<file path="config.mk">
export PLATFORM = sky130hd
export DESIGN_NAME = ahb_arbiter_2m_flat
export DESIGN_NICKNAME = d
export VERILOG_FILES = /design/src/rtl/ahb_arbiter_2m_if.sv /design/src/rtl/ahb_arbiter_2m.sv /design/src/flat_wrapper.sv
export SDC_FILE = /design/constraint.sdc
export NUM_CORES = 1
export LEC_CHECK = 0
export BUFFER_PORTS_ARGS = -buffer_cell sky130_fd_sc_hd__buf_4
export CAP_MARGIN = 15
export CORE_AREA = 5 5 111 113
export CTS_CLUSTER_DIAMETER = 60
export DETAILED_ROUTE_END_ITERATION = 16
export DIE_AREA = 0 0 116 118
export PLACE_DENSITY = 0.55
export SKIP_LAST_GASP = 1
export SLEW_MARGIN = 10
export SYNTH_ARGS = -nofsm -noshare
export SYNTH_HDL_FRONTEND = slang
export SYNTH_SLANG_ARGS = --single-unit
export TNS_END_PERCENT = 1
</file>
<file path="constraint.sdc">
create_clock -name clk -period 2 [get_ports clk]
set_input_delay 0.1 -clock clk [delete_from_list [all_inputs] [get_ports clk]]
set_output_delay 0.1 -clock clk [all_outputs]
set_load 0.02 [all_outputs]
</file>
<file path="src/rtl/ahb_arbiter_2m_if.sv">
// ahb_arbiter_2m_if
//
// Bundles the two-master AHB-Lite arbitration bus as seen by the arbiter.
// The arbiter connects through the slave modport. The environment (bus
// masters, slave fabric or a testbench) connects through the master modport.
//
// Signal groups:
//   m0_* : master 0 (data port) request, address/control, write data, grant
//   m1_* : master 1 (instruction port), same set as m0_*
//   s_*  : muxed address/control/write data toward the decoder and slaves,
//          plus slave ready and read data coming back
//   m_*  : read data and ready broadcast to both masters
//   hmaster : address-phase owner (00 none, 01 M0, 10 M1)

interface ahb_arbiter_2m_if;

    // master 0
    logic        m0_hbusreq;
    logic [31:0] m0_haddr;
    logic [1:0]  m0_htrans;
    logic [2:0]  m0_hsize;
    logic [2:0]  m0_hburst;
    logic        m0_hwrite;
    logic [31:0] m0_hwdata;
    logic        m0_hgrant;

    // master 1
    logic        m1_hbusreq;
    logic [31:0] m1_haddr;
    logic [1:0]  m1_htrans;
    logic [2:0]  m1_hsize;
    logic [2:0]  m1_hburst;
    logic        m1_hwrite;
    logic [31:0] m1_hwdata;
    logic        m1_hgrant;

    // shared slave side
    logic [31:0] s_haddr;
    logic [1:0]  s_htrans;
    logic [2:0]  s_hsize;
    logic [2:0]  s_hburst;
    logic        s_hwrite;
    logic [31:0] s_hwdata;
    logic        s_hready;
    logic [31:0] s_hrdata;

    // broadcast back to the masters
    logic [31:0] m_hrdata;
    logic        m_hready;
    logic [1:0]  hmaster;

    modport slave (
        input  m0_hbusreq, m0_haddr, m0_htrans, m0_hsize, m0_hburst, m0_hwrite, m0_hwdata,
        output m0_hgrant,
        input  m1_hbusreq, m1_haddr, m1_htrans, m1_hsize, m1_hburst, m1_hwrite, m1_hwdata,
        output m1_hgrant,
        output s_haddr, s_htrans, s_hsize, s_hburst, s_hwrite, s_hwdata,
        input  s_hready, s_hrdata,
        output m_hrdata, m_hready, hmaster
    );

    modport master (
        output m0_hbusreq, m0_haddr, m0_htrans, m0_hsize, m0_hburst, m0_hwrite, m0_hwdata,
        input  m0_hgrant,
        output m1_hbusreq, m1_haddr, m1_htrans, m1_hsize, m1_hburst, m1_hwrite, m1_hwdata,
        input  m1_hgrant,
        input  s_haddr, s_htrans, s_hsize, s_hburst, s_hwrite, s_hwdata,
        output s_hready, s_hrdata,
        input  m_hrdata, m_hready, hmaster
    );

endinterface

</file>
<file path="src/rtl/ahb_arbiter_2m.sv">
// ahb_arbiter_2m
//
// Two-master AHB-Lite arbiter and master-side multiplexer. Master 0 is the
// core's data-port interface, master 1 the instruction-port interface.
// Grants are registered (decoded from the address-phase owner register), the
// address/control bus is muxed from the address-phase owner and the write
// data bus from the data-phase owner, so a handover never takes the old
// owner's write data from the new owner.
//
// Parameters:
//   RR_EN    : 0 = fixed priority, M0 wins ties; 1 = round robin, the master
//              that owned the bus last loses a tie
//   MAX_HOLD : cycles an owner may keep the bus while the other master is
//              requesting before ownership is forced over; 0 = no limit
//
// Ports:
//   clk : system clock
//   rst : asynchronous active-low reset
//   bus : ahb_arbiter_2m_if.slave -- master requests/grants, muxed slave
//         bus, slave ready/read data and their broadcast to the masters

module ahb_arbiter_2m #(
    parameter int RR_EN    = 0,
    parameter int MAX_HOLD = 16
) (
    input  logic             clk,
    input  logic             rst,
    ahb_arbiter_2m_if.slave  bus
);

    typedef enum logic [1:0] {
        OWN_NONE = 2'b00,
        OWN_M0   = 2'b01,
        OWN_M1   = 2'b10
    } owner_e;

    // The hold counter only has to reach MAX_HOLD-1.
    localparam int                HOLD_W    = (MAX_HOLD > 2) ? $clog2(MAX_HOLD) : 1;
    localparam logic [HOLD_W-1:0] HOLD_LAST = HOLD_W'((MAX_HOLD > 0) ? MAX_HOLD - 1 : 0);
    localparam logic [HOLD_W-1:0] HOLD_ONE  = HOLD_W'(1);
    localparam bit                HOLD_EN   = (MAX_HOLD != 0);
    localparam bit                RR_ON     = (RR_EN != 0);

    owner_e            addr_owner;
    owner_e            addr_owner_next;
    owner_e            data_owner;
    logic [HOLD_W-1:0] hold_cnt;
    logic [HOLD_W-1:0] hold_cnt_next;
    logic              rr_last;
    logic              rr_last_next;

    owner_e            winner;
    owner_e            other_id;
    logic              own_req;
    logic              other_req;
    logic              hold_expired;

    // Who would win a fresh arbitration from the current requests. On a tie
    // round robin hands the bus to the master that did not own it last.
    always_comb begin
        winner = OWN_NONE;
        if (bus.m0_hbusreq && bus.m1_hbusreq) begin
            if (RR_ON && !rr_last) begin
                winner = OWN_M1;
            end else begin
                winner = OWN_M0;
            end
        end else if (bus.m0_hbusreq) begin
            winner = OWN_M0;
        end else if (bus.m1_hbusreq) begin
            winner = OWN_M1;
        end
    end

    // Current owner's own request and the competing master's request.
    always_comb begin
        own_req   = 1'b0;
        other_req = 1'b0;
        other_id  = OWN_NONE;
        case (addr_owner)
            OWN_M0: begin
                own_req   = bus.m0_hbusreq;
                other_req = bus.m1_hbusreq;
                other_id  = OWN_M1;
            end
            OWN_M1: begin
                own_req   = bus.m1_hbusreq;
                other_req = bus.m0_hbusreq;
                other_id  = OWN_M0;
            end
            default: begin
                own_req   = 1'b0;
                other_req = 1'b0;
                other_id  = OWN_NONE;
            end
        endcase
    end

    assign hold_expired = HOLD_EN && (hold_cnt == HOLD_LAST);

    // Next owner, hold counter and round-robin pointer. A releasing owner
    // hands straight to a requesting competitor without passing through
    // NONE, and the hold limit forces a handover only while the competitor
    // is actually waiting.
    always_comb begin
        addr_owner_next = addr_owner;
        hold_cnt_next   = hold_cnt;
        rr_last_next    = rr_last;

        if (addr_owner == OWN_NONE) begin
            addr_owner_next = winner;
        end else if (!own_req) begin
            addr_owner_next = other_req ? other_id : OWN_NONE;
        end else if (other_req && hold_expired) begin
            addr_owner_next = other_id;
        end

        if (addr_owner_next != addr_owner) begin
            hold_cnt_next = '0;
        end else if (other_req) begin
            hold_cnt_next = (hold_cnt == HOLD_LAST) ? hold_cnt : hold_cnt + HOLD_ONE;
        end else begin
            hold_cnt_next = '0;
        end

        if ((addr_owner_next != addr_owner) && (addr_owner_next != OWN_NONE)) begin
            rr_last_next = (addr_owner_next == OWN_M1);
        end
    end

    // Ownership state. Nothing moves while the slave stretches the data
    // phase, so the data-phase owner always trails the address-phase owner
    // by exactly one completed transfer.
    always_ff @(posedge clk or negedge rst) begin
        if (!rst) begin
            addr_owner <= OWN_NONE;
            data_owner <= OWN_NONE;
            hold_cnt   <= '0;
            rr_last    <= 1'b1;
        end else if (bus.s_hready) begin
            addr_owner <= addr_owner_next;
            data_owner <= addr_owner;
            hold_cnt   <= hold_cnt_next;
            rr_last    <= rr_last_next;
        end
    end

    // Address/control mux; an unowned bus shows IDLE with zeroed fields.
    always_comb begin
        bus.s_haddr  = '0;
        bus.s_htrans = 2'b00;
        bus.s_hsize  = '0;
        bus.s_hburst = '0;
        bus.s_hwrite = 1'b0;
        case (addr_owner)
            OWN_M0: begin
                bus.s_haddr  = bus.m0_haddr;
                bus.s_htrans = bus.m0_htrans;
                bus.s_hsize  = bus.m0_hsize;
                bus.s_hburst = bus.m0_hburst;
                bus.s_hwrite = bus.m0_hwrite;
            end
            OWN_M1: begin
                bus.s_haddr  = bus.m1_haddr;
                bus.s_htrans = bus.m1_htrans;
                bus.s_hsize  = bus.m1_hsize;
                bus.s_hburst = bus.m1_hburst;
                bus.s_hwrite = bus.m1_hwrite;
            end
            default: begin
                bus.s_haddr  = '0;
                bus.s_htrans = 2'b00;
                bus.s_hsize  = '0;
                bus.s_hburst = '0;
                bus.s_hwrite = 1'b0;
            end
        endcase
    end

    // Write data follows the data-phase owner, not the address-phase owner.
    always_comb begin
        bus.s_hwdata = '0;
        case (data_owner)
            OWN_M0:  bus.s_hwdata = bus.m0_hwdata;
            OWN_M1:  bus.s_hwdata = bus.m1_hwdata;
            default: bus.s_hwdata = '0;
        endcase
    end

    assign bus.m0_hgrant = (addr_owner == OWN_M0);
    assign bus.m1_hgrant = (addr_owner == OWN_M1);
    assign bus.hmaster   = addr_owner;
    assign bus.m_hrdata  = bus.s_hrdata;
    assign bus.m_hready  = bus.s_hready;

endmodule

</file>
<file path="src/flat_wrapper.sv">
// flat-port wrapper written by rule: the top's interface ports become plain ports
module ahb_arbiter_2m_flat 
#(
    parameter int RR_EN    = 0,
    parameter int MAX_HOLD = 16
)
  (clk, rst, bus_m0_hbusreq, bus_m0_haddr, bus_m0_htrans, bus_m0_hsize, bus_m0_hburst, bus_m0_hwrite, bus_m0_hwdata, bus_m0_hgrant, bus_m1_hbusreq, bus_m1_haddr, bus_m1_htrans, bus_m1_hsize, bus_m1_hburst, bus_m1_hwrite, bus_m1_hwdata, bus_m1_hgrant, bus_s_haddr, bus_s_htrans, bus_s_hsize, bus_s_hburst, bus_s_hwrite, bus_s_hwdata, bus_s_hready, bus_s_hrdata, bus_m_hrdata, bus_m_hready, bus_hmaster);
  ahb_arbiter_2m_if bus_i ();
  input  logic clk;
  input  logic rst;
  input wire logic [$bits(bus_i.m0_hbusreq)-1:0] bus_m0_hbusreq;
  input wire logic [$bits(bus_i.m0_haddr)-1:0] bus_m0_haddr;
  input wire logic [$bits(bus_i.m0_htrans)-1:0] bus_m0_htrans;
  input wire logic [$bits(bus_i.m0_hsize)-1:0] bus_m0_hsize;
  input wire logic [$bits(bus_i.m0_hburst)-1:0] bus_m0_hburst;
  input wire logic [$bits(bus_i.m0_hwrite)-1:0] bus_m0_hwrite;
  input wire logic [$bits(bus_i.m0_hwdata)-1:0] bus_m0_hwdata;
  output wire logic [$bits(bus_i.m0_hgrant)-1:0] bus_m0_hgrant;
  input wire logic [$bits(bus_i.m1_hbusreq)-1:0] bus_m1_hbusreq;
  input wire logic [$bits(bus_i.m1_haddr)-1:0] bus_m1_haddr;
  input wire logic [$bits(bus_i.m1_htrans)-1:0] bus_m1_htrans;
  input wire logic [$bits(bus_i.m1_hsize)-1:0] bus_m1_hsize;
  input wire logic [$bits(bus_i.m1_hburst)-1:0] bus_m1_hburst;
  input wire logic [$bits(bus_i.m1_hwrite)-1:0] bus_m1_hwrite;
  input wire logic [$bits(bus_i.m1_hwdata)-1:0] bus_m1_hwdata;
  output wire logic [$bits(bus_i.m1_hgrant)-1:0] bus_m1_hgrant;
  output wire logic [$bits(bus_i.s_haddr)-1:0] bus_s_haddr;
  output wire logic [$bits(bus_i.s_htrans)-1:0] bus_s_htrans;
  output wire logic [$bits(bus_i.s_hsize)-1:0] bus_s_hsize;
  output wire logic [$bits(bus_i.s_hburst)-1:0] bus_s_hburst;
  output wire logic [$bits(bus_i.s_hwrite)-1:0] bus_s_hwrite;
  output wire logic [$bits(bus_i.s_hwdata)-1:0] bus_s_hwdata;
  input wire logic [$bits(bus_i.s_hready)-1:0] bus_s_hready;
  input wire logic [$bits(bus_i.s_hrdata)-1:0] bus_s_hrdata;
  output wire logic [$bits(bus_i.m_hrdata)-1:0] bus_m_hrdata;
  output wire logic [$bits(bus_i.m_hready)-1:0] bus_m_hready;
  output wire logic [$bits(bus_i.hmaster)-1:0] bus_hmaster;
  assign bus_i.m0_hbusreq = bus_m0_hbusreq;
  assign bus_i.m0_haddr = bus_m0_haddr;
  assign bus_i.m0_htrans = bus_m0_htrans;
  assign bus_i.m0_hsize = bus_m0_hsize;
  assign bus_i.m0_hburst = bus_m0_hburst;
  assign bus_i.m0_hwrite = bus_m0_hwrite;
  assign bus_i.m0_hwdata = bus_m0_hwdata;
  assign bus_m0_hgrant = bus_i.m0_hgrant;
  assign bus_i.m1_hbusreq = bus_m1_hbusreq;
  assign bus_i.m1_haddr = bus_m1_haddr;
  assign bus_i.m1_htrans = bus_m1_htrans;
  assign bus_i.m1_hsize = bus_m1_hsize;
  assign bus_i.m1_hburst = bus_m1_hburst;
  assign bus_i.m1_hwrite = bus_m1_hwrite;
  assign bus_i.m1_hwdata = bus_m1_hwdata;
  assign bus_m1_hgrant = bus_i.m1_hgrant;
  assign bus_s_haddr = bus_i.s_haddr;
  assign bus_s_htrans = bus_i.s_htrans;
  assign bus_s_hsize = bus_i.s_hsize;
  assign bus_s_hburst = bus_i.s_hburst;
  assign bus_s_hwrite = bus_i.s_hwrite;
  assign bus_s_hwdata = bus_i.s_hwdata;
  assign bus_i.s_hready = bus_s_hready;
  assign bus_i.s_hrdata = bus_s_hrdata;
  assign bus_m_hrdata = bus_i.m_hrdata;
  assign bus_m_hready = bus_i.m_hready;
  assign bus_hmaster = bus_i.hmaster;
  ahb_arbiter_2m #(.RR_EN(RR_EN), .MAX_HOLD(MAX_HOLD)) u_core (.clk(clk), .rst(rst), .bus(bus_i));
endmodule
</file>
-- After elaboration in Yosys (flattened, before gate mapping)
Index checks and enable logic that the tools add are counted.
- reduce and logical (&&, ||, !) cells: 4
- equal/unequal tests: 7
- $add $sub $neg: 1
- muxes and demuxes: 19
- operators with widths (cell ; count):
    $pmux 32 s2 ; 2
    $mux 2 ; 7
    $mux 4 ; 3
    $pmux 3 s2 ; 2
    $pmux 2 s2 ; 2
    $pmux 1 s2 ; 3
    $add 4x1->4 const B ; 1
    $eq 2x1->1 const B ; 2
    $eq 2x2->1 const B ; 2
    $eq 4x4->1 const B ; 1
    $ne 3x3->1 const B ; 1
    $logic_and 1x1->1 ; 2
    $logic_not 2->1 ; 1
    $ne 2x2->1 ; 1
    $reduce_and 2->1 ; 1
- input bits: 183
- logic and storage cells: 34
- output and inout bits: 110
- register bits after elaboration: 8

-- Logic depth before layout (Yosys ltp)
- depth after elaboration: 9
- mapped depth: 9
- gate-level depth less buffers: 7

-- Worst setup path after synthesis
No wires, ideal clock.
- path kind: register to output
- from: register u_core.addr_owner[0] (netlist: u_core.bus.hmaster[0])
- to: output port bus_s_haddr[0]
- arrival: 2.020 ns
- stages on the path, launching flop included: 8
- setup slack: -0.120 ns
- buffers on the path: 3
- path through: dfrtp_1 buf_2 inv_1 ha_1 buf_2 buf_1 a22oi_1 nor2_1
- cells in the longest elaborated chain, start to end: 2
- elaborated cells on any way between the ends: 3
- RTL lines (item ; RTL line ; text):
    start, declared ; ahb_arbiter_2m.sv:44 ; owner_e addr_owner;
    start signal, assigned ; ahb_arbiter_2m.sv:141 ; addr_owner <= addr_owner_next;
    $eq 2x2->1 ; - ;
    net bus_m1_hgrant ; flat_wrapper.sv:26 ; output wire logic [$bits(bus_i.m1_hgrant)-1:0] bus_m1_hgrant;
    $pmux 32 s2 ; ahb_arbiter_2m.sv:155 ; case (addr_owner)
    end, declared ; flat_wrapper.sv:27 ; output wire logic [$bits(bus_i.s_haddr)-1:0] bus_s_haddr;
The timed path passes the listed nets, and every way through them passes these cells.

-- Final worst setup path
- from: register u_core.addr_owner[1] (netlist: u_core.bus.hmaster[1])
- to: register u_core.hold_cnt[1]
- cells in the longest elaborated chain, start to end: 9
- elaborated cells on any way between the ends: 16
- RTL lines (item ; RTL line ; text):
    $eq 2x2->1 / $eq 2x1->1 (equally long branches) ; ahb_arbiter_2m.sv:80 ; case (addr_owner)
    $pmux 1 s2 ; ahb_arbiter_2m.sv:80 ;
    $logic_and 1x1->1 ; ahb_arbiter_2m.sv:114 ; end else if (other_req && hold_expired) begin
    $mux 2 ; ahb_arbiter_2m.sv:114 ;
    $mux 2 ; ahb_arbiter_2m.sv:112 ; end else if (!own_req) begin
    $mux 2 ; ahb_arbiter_2m.sv:110 ; if (addr_owner == OWN_NONE) begin
    $ne 2x2->1 ; ahb_arbiter_2m.sv:118 ; if (addr_owner_next != addr_owner) begin
    $ne 3x3->1 (no source line) ; - ;
    $reduce_and 2->1 (no source line) ; - ;
    end signal, assigned ; ahb_arbiter_2m.sv:143 ; hold_cnt <= hold_cnt_next;
    end, declared ; ahb_arbiter_2m.sv:47 ; logic [HOLD_W-1:0] hold_cnt;
Several ways; a longest one is shown, not always the timed one.
A chain may end at the register's enable or synchronous reset.

==> flow_metrics.env <==
export IMPL_status="finished clean"
export IMPL_fin_ws_ns=0.0837
export IMPL_crit_type="register to register"
export IMPL_dpl_hpwl_mm=8.08
export IMPL_first_iter_violations=194
export IMPL_clkTransAtPathRegs_ns=0.04
export IMPL_path_delay_family="compound AO/OA/AOI/OAI gates"
export IMPL_dr_pass1_iters=4
export IMPL_synth_top_family_by_area="compound AO/OA/AOI/OAI gates"
export IMPL_syn_inst=288
export IMPL_min_period_ns=1.92
export IMPL_seq_area_um2=203
export IMPL_leakage_nw=1.78
export IMPL_fp_dieW_um=116
export IMPL_syn_cell_area_um2=1860
export IMPL_synth_compound_area_frac=0.415
export IMPL_grt_first_pass_wirelength_mm=14.4
export IMPL_synth_xor_area_frac=0.00471
export IMPL_maxCapViolCount=0
export IMPL_crit_chain="inv_1 > ha_1 > a21oi_1 > a311oi_1 > o21ai_2 > a41oi_2 > o22ai_1"
export IMPL_initial_core_util=0.166
export IMPL_irDropWorstVdd_uv=269
export IMPL_hold_class="input pin to register"
export IMPL_routedWlPerCell_um=15.9
export IMPL_slowest_stage="dfrtp_2"
export IMPL_diodes=0
export IMPL_routed_wirelength_mm=9.74
export IMPL_grt_pass1_vias=2659
export IMPL_drive_gt1_frac=0.628
export IMPL_nFillCells=1199
export IMPL_ant_nets=0
export IMPL_htree_num_levels=1
export IMPL_nNetsFinal=660
export IMPL_synth_simple_gate_area_share=0.209
export IMPL_ys_seq_elements=8
export IMPL_hold_viol=0
export IMPL_die_h_um=118
export IMPL_mostFrequentLayoutCell="buf_4"
export IMPL_io_buffers=228
export IMPL_cp_arrival_ns=2.03
export IMPL_synth_fa_ha_area_frac=0.0404
export IMPL_die_area_um2=13700
export IMPL_wl_met3_um=846
export IMPL_drv_slew=0
export IMPL_ys_warn_count=0
export IMPL_critPathBufInv=1
export IMPL_required_ns=2.11
export IMPL_viasPerCell=4.51
export IMPL_slew_headroom=0.745
export IMPL_ioPinCount=293
export IMPL_route_detailed_drc=0
export IMPL_clock_latency_ns=0.24
export IMPL_clk_path_buf_depth=2
export IMPL_critPathCaptureType="register"
export IMPL_cts_root_buffer="clkbuf_16"
export IMPL_cts_buffers=3
export IMPL_power_density_nw_per_um2=600
export IMPL_core_area_um2=11200
export IMPL_grt_max_degree=37
export IMPL_tritoncts="built"
export IMPL_min_period_over_period=0.958
export IMPL_ys_seq_area_frac=0.108
export IMPL_cts_sinks=8
export IMPL_post_place_ws_ns=0.0710
export IMPL_rows=39
export IMPL_rsz0062_at_grt="yes"
export IMPL_report_final_setup_viol=0
export IMPL_start_kind="register"
export IMPL_synth_area_mux_share=0.00539
export IMPL_syn2layout_area_growth_pct=99.7
export IMPL_top_layer_used="met4"
export IMPL_syn_num_nets=477
export IMPL_grt_use_total=0.128
export IMPL_worst_path_largest_cell_delay_ns=0.46
export IMPL_wl_met2_mm=5.23
export IMPL_place_area_um2=3590
export IMPL_fin_worst_skew_ns=0.00787
export IMPL_synth_cell_type_count=33
export IMPL_antenna_found_initial=0
export IMPL_crit_fanout=8
export IMPL_design_area_um2=3710
export IMPL_fin_tns_setup_ns=0
export IMPL_timing_hold_ws_ns=0.166
export IMPL_m1WireLength_mm=3.63
export IMPL_max_freq_mhz=522
export IMPL_final_cell_mix="236 x buf_4, 74 x a22oi_1, 40 x nor2_2, 40 x nor2_1, 9 x a21oi_1"
export IMPL_gp_congestion=0.806
export IMPL_num_vias=2762
export IMPL_tightestPinTransition_ns=0.383
export IMPL_p_total_mw=2.23
export IMPL_grt_overflow=0
export IMPL_multi_input_area_um2=1390
export IMPL_syn_area_per_cell_um2=6.45
-- sequential cells by signal, indices dropped and copies added (netlist names) --
signal              count
u_core.hold_cnt         4
u_core.bus.hmaster      2
u_core.data_owner       2
-- cells by family (layout without fill, tap and decap cells) --
logic type	after synthesis	in the layout
AOI/OAI and AO/OA	104	104
xor gates and xnor gates	1	1
adders and majority gates	6	6
buffers and inverters	70	252
DFF	8	8
muxes	1	1
and+or+nand+nor	98	98
-- metrics by stage --
| step | utilization | instances |
|---|---|---|
| 2_1_floorplan | - | 288 |
| 6_report | 0.331 | 613 |
| 3_5_place_dp | 0.320 | 608 |
| 3_3_place_gp | 0.320 | 608 |
| 5_1_grt | 0.331 | 613 |
| 4_1_cts | 0.328 | 613 |
-- layout make-up --
type                       instances  share of cell area
timing repair buffer             240               0.494
multi-input combinational        210               0.374
sequential                         8              0.0546
tap                              143              0.0482
clock buffer                       4              0.0212
inverter                           8             0.00809
-- what timing repair did --
item | CTS | global route
resized for setup | 0 | 5
endpoints found under the setup margin | 0 | 12
setup buffers | 0 | 0
endpoints found under the hold margin | 8 | 0
hold buffers | 1 | 0
-- final timing paths --
check	end	slack [ns]	cells past startpoint	start
hold reg to reg	u_core.hold_cnt[1]	0.56	2	u_core.hold_cnt[1]
hold / removal	u_core.bus.hmaster[0]	0.17	2	bus_s_hready
setup / recovery	u_core.hold_cnt[1]	0.08	7	u_core.bus.hmaster[1]
setup reg to reg	u_core.hold_cnt[1]	0.08	7	u_core.bus.hmaster[1]
max in group asynchronous	u_core.bus.hmaster[0]	1.64	2	rst
min in group asynchronous	u_core.bus.hmaster[1]	0.22	2	rst
-- routing by layer --
| layer | up-vias | GRT usage |
|---|---|---|
| li1 | 1376 | - |
| met1 | 1296 | 0.152 |
| met2 | 82 | 0.231 |
| met3 | 8 | 0.0401 |
| met4 | 0 | 0.0109 |
| met5 | - | 0 |
-- synthesized netlist by cell type, drive strengths merged --
| cell type | number | share of area |
|---|---|---|
| a211o | 1 | 0.0047 |
| buf | 46 | 0.17 |
| nand2 | 7 | 0.015 |
| a311oi | 1 | 0.0047 |
| mux2i | 1 | 0.0054 |
| a41oi | 1 | 0.0088 |
| o221a | 1 | 0.0061 |
| dfrtp | 8 | 0.11 |
| a31oi | 1 | 0.0034 |
| o221ai | 1 | 0.0047 |
| a22o | 1 | 0.0047 |
| a22oi | 74 | 0.30 |
| nand3 | 6 | 0.016 |
| xnor2 | 1 | 0.0047 |
| ha | 6 | 0.040 |
| a31o | 2 | 0.0094 |
| nor3 | 2 | 0.0054 |
| nand3b | 1 | 0.0040 |
| o211ai | 1 | 0.0040 |
| a21oi | 9 | 0.024 |
| a211oi | 3 | 0.018 |
| o21ai | 5 | 0.013 |
| o22ai | 3 | 0.010 |
| inv | 8 | 0.016 |
| nor2 | 80 | 0.16 |
| and3 | 2 | 0.0067 |
| clkbuf | 16 | 0.032 |
-- power breakdown --
part           switching (mW)  internal (mW)  leakage (nW)
Sequential             0.0204          0.178         0.103
Clock                  0.0856          0.266        0.0382
Combinational           0.932          0.746          1.64
-- worst reg2reg max path: stages (launching register included) --
cell	delay, ns
dfrtp_2	0.46
inv_1	0.13
ha_1	0.37
a21oi_1	0.08
a311oi_1	0.30
o21ai_2	0.12
a41oi_2	0.23
o22ai_1	0.10
Note: power is estimated with default switching activity, not from simulation.
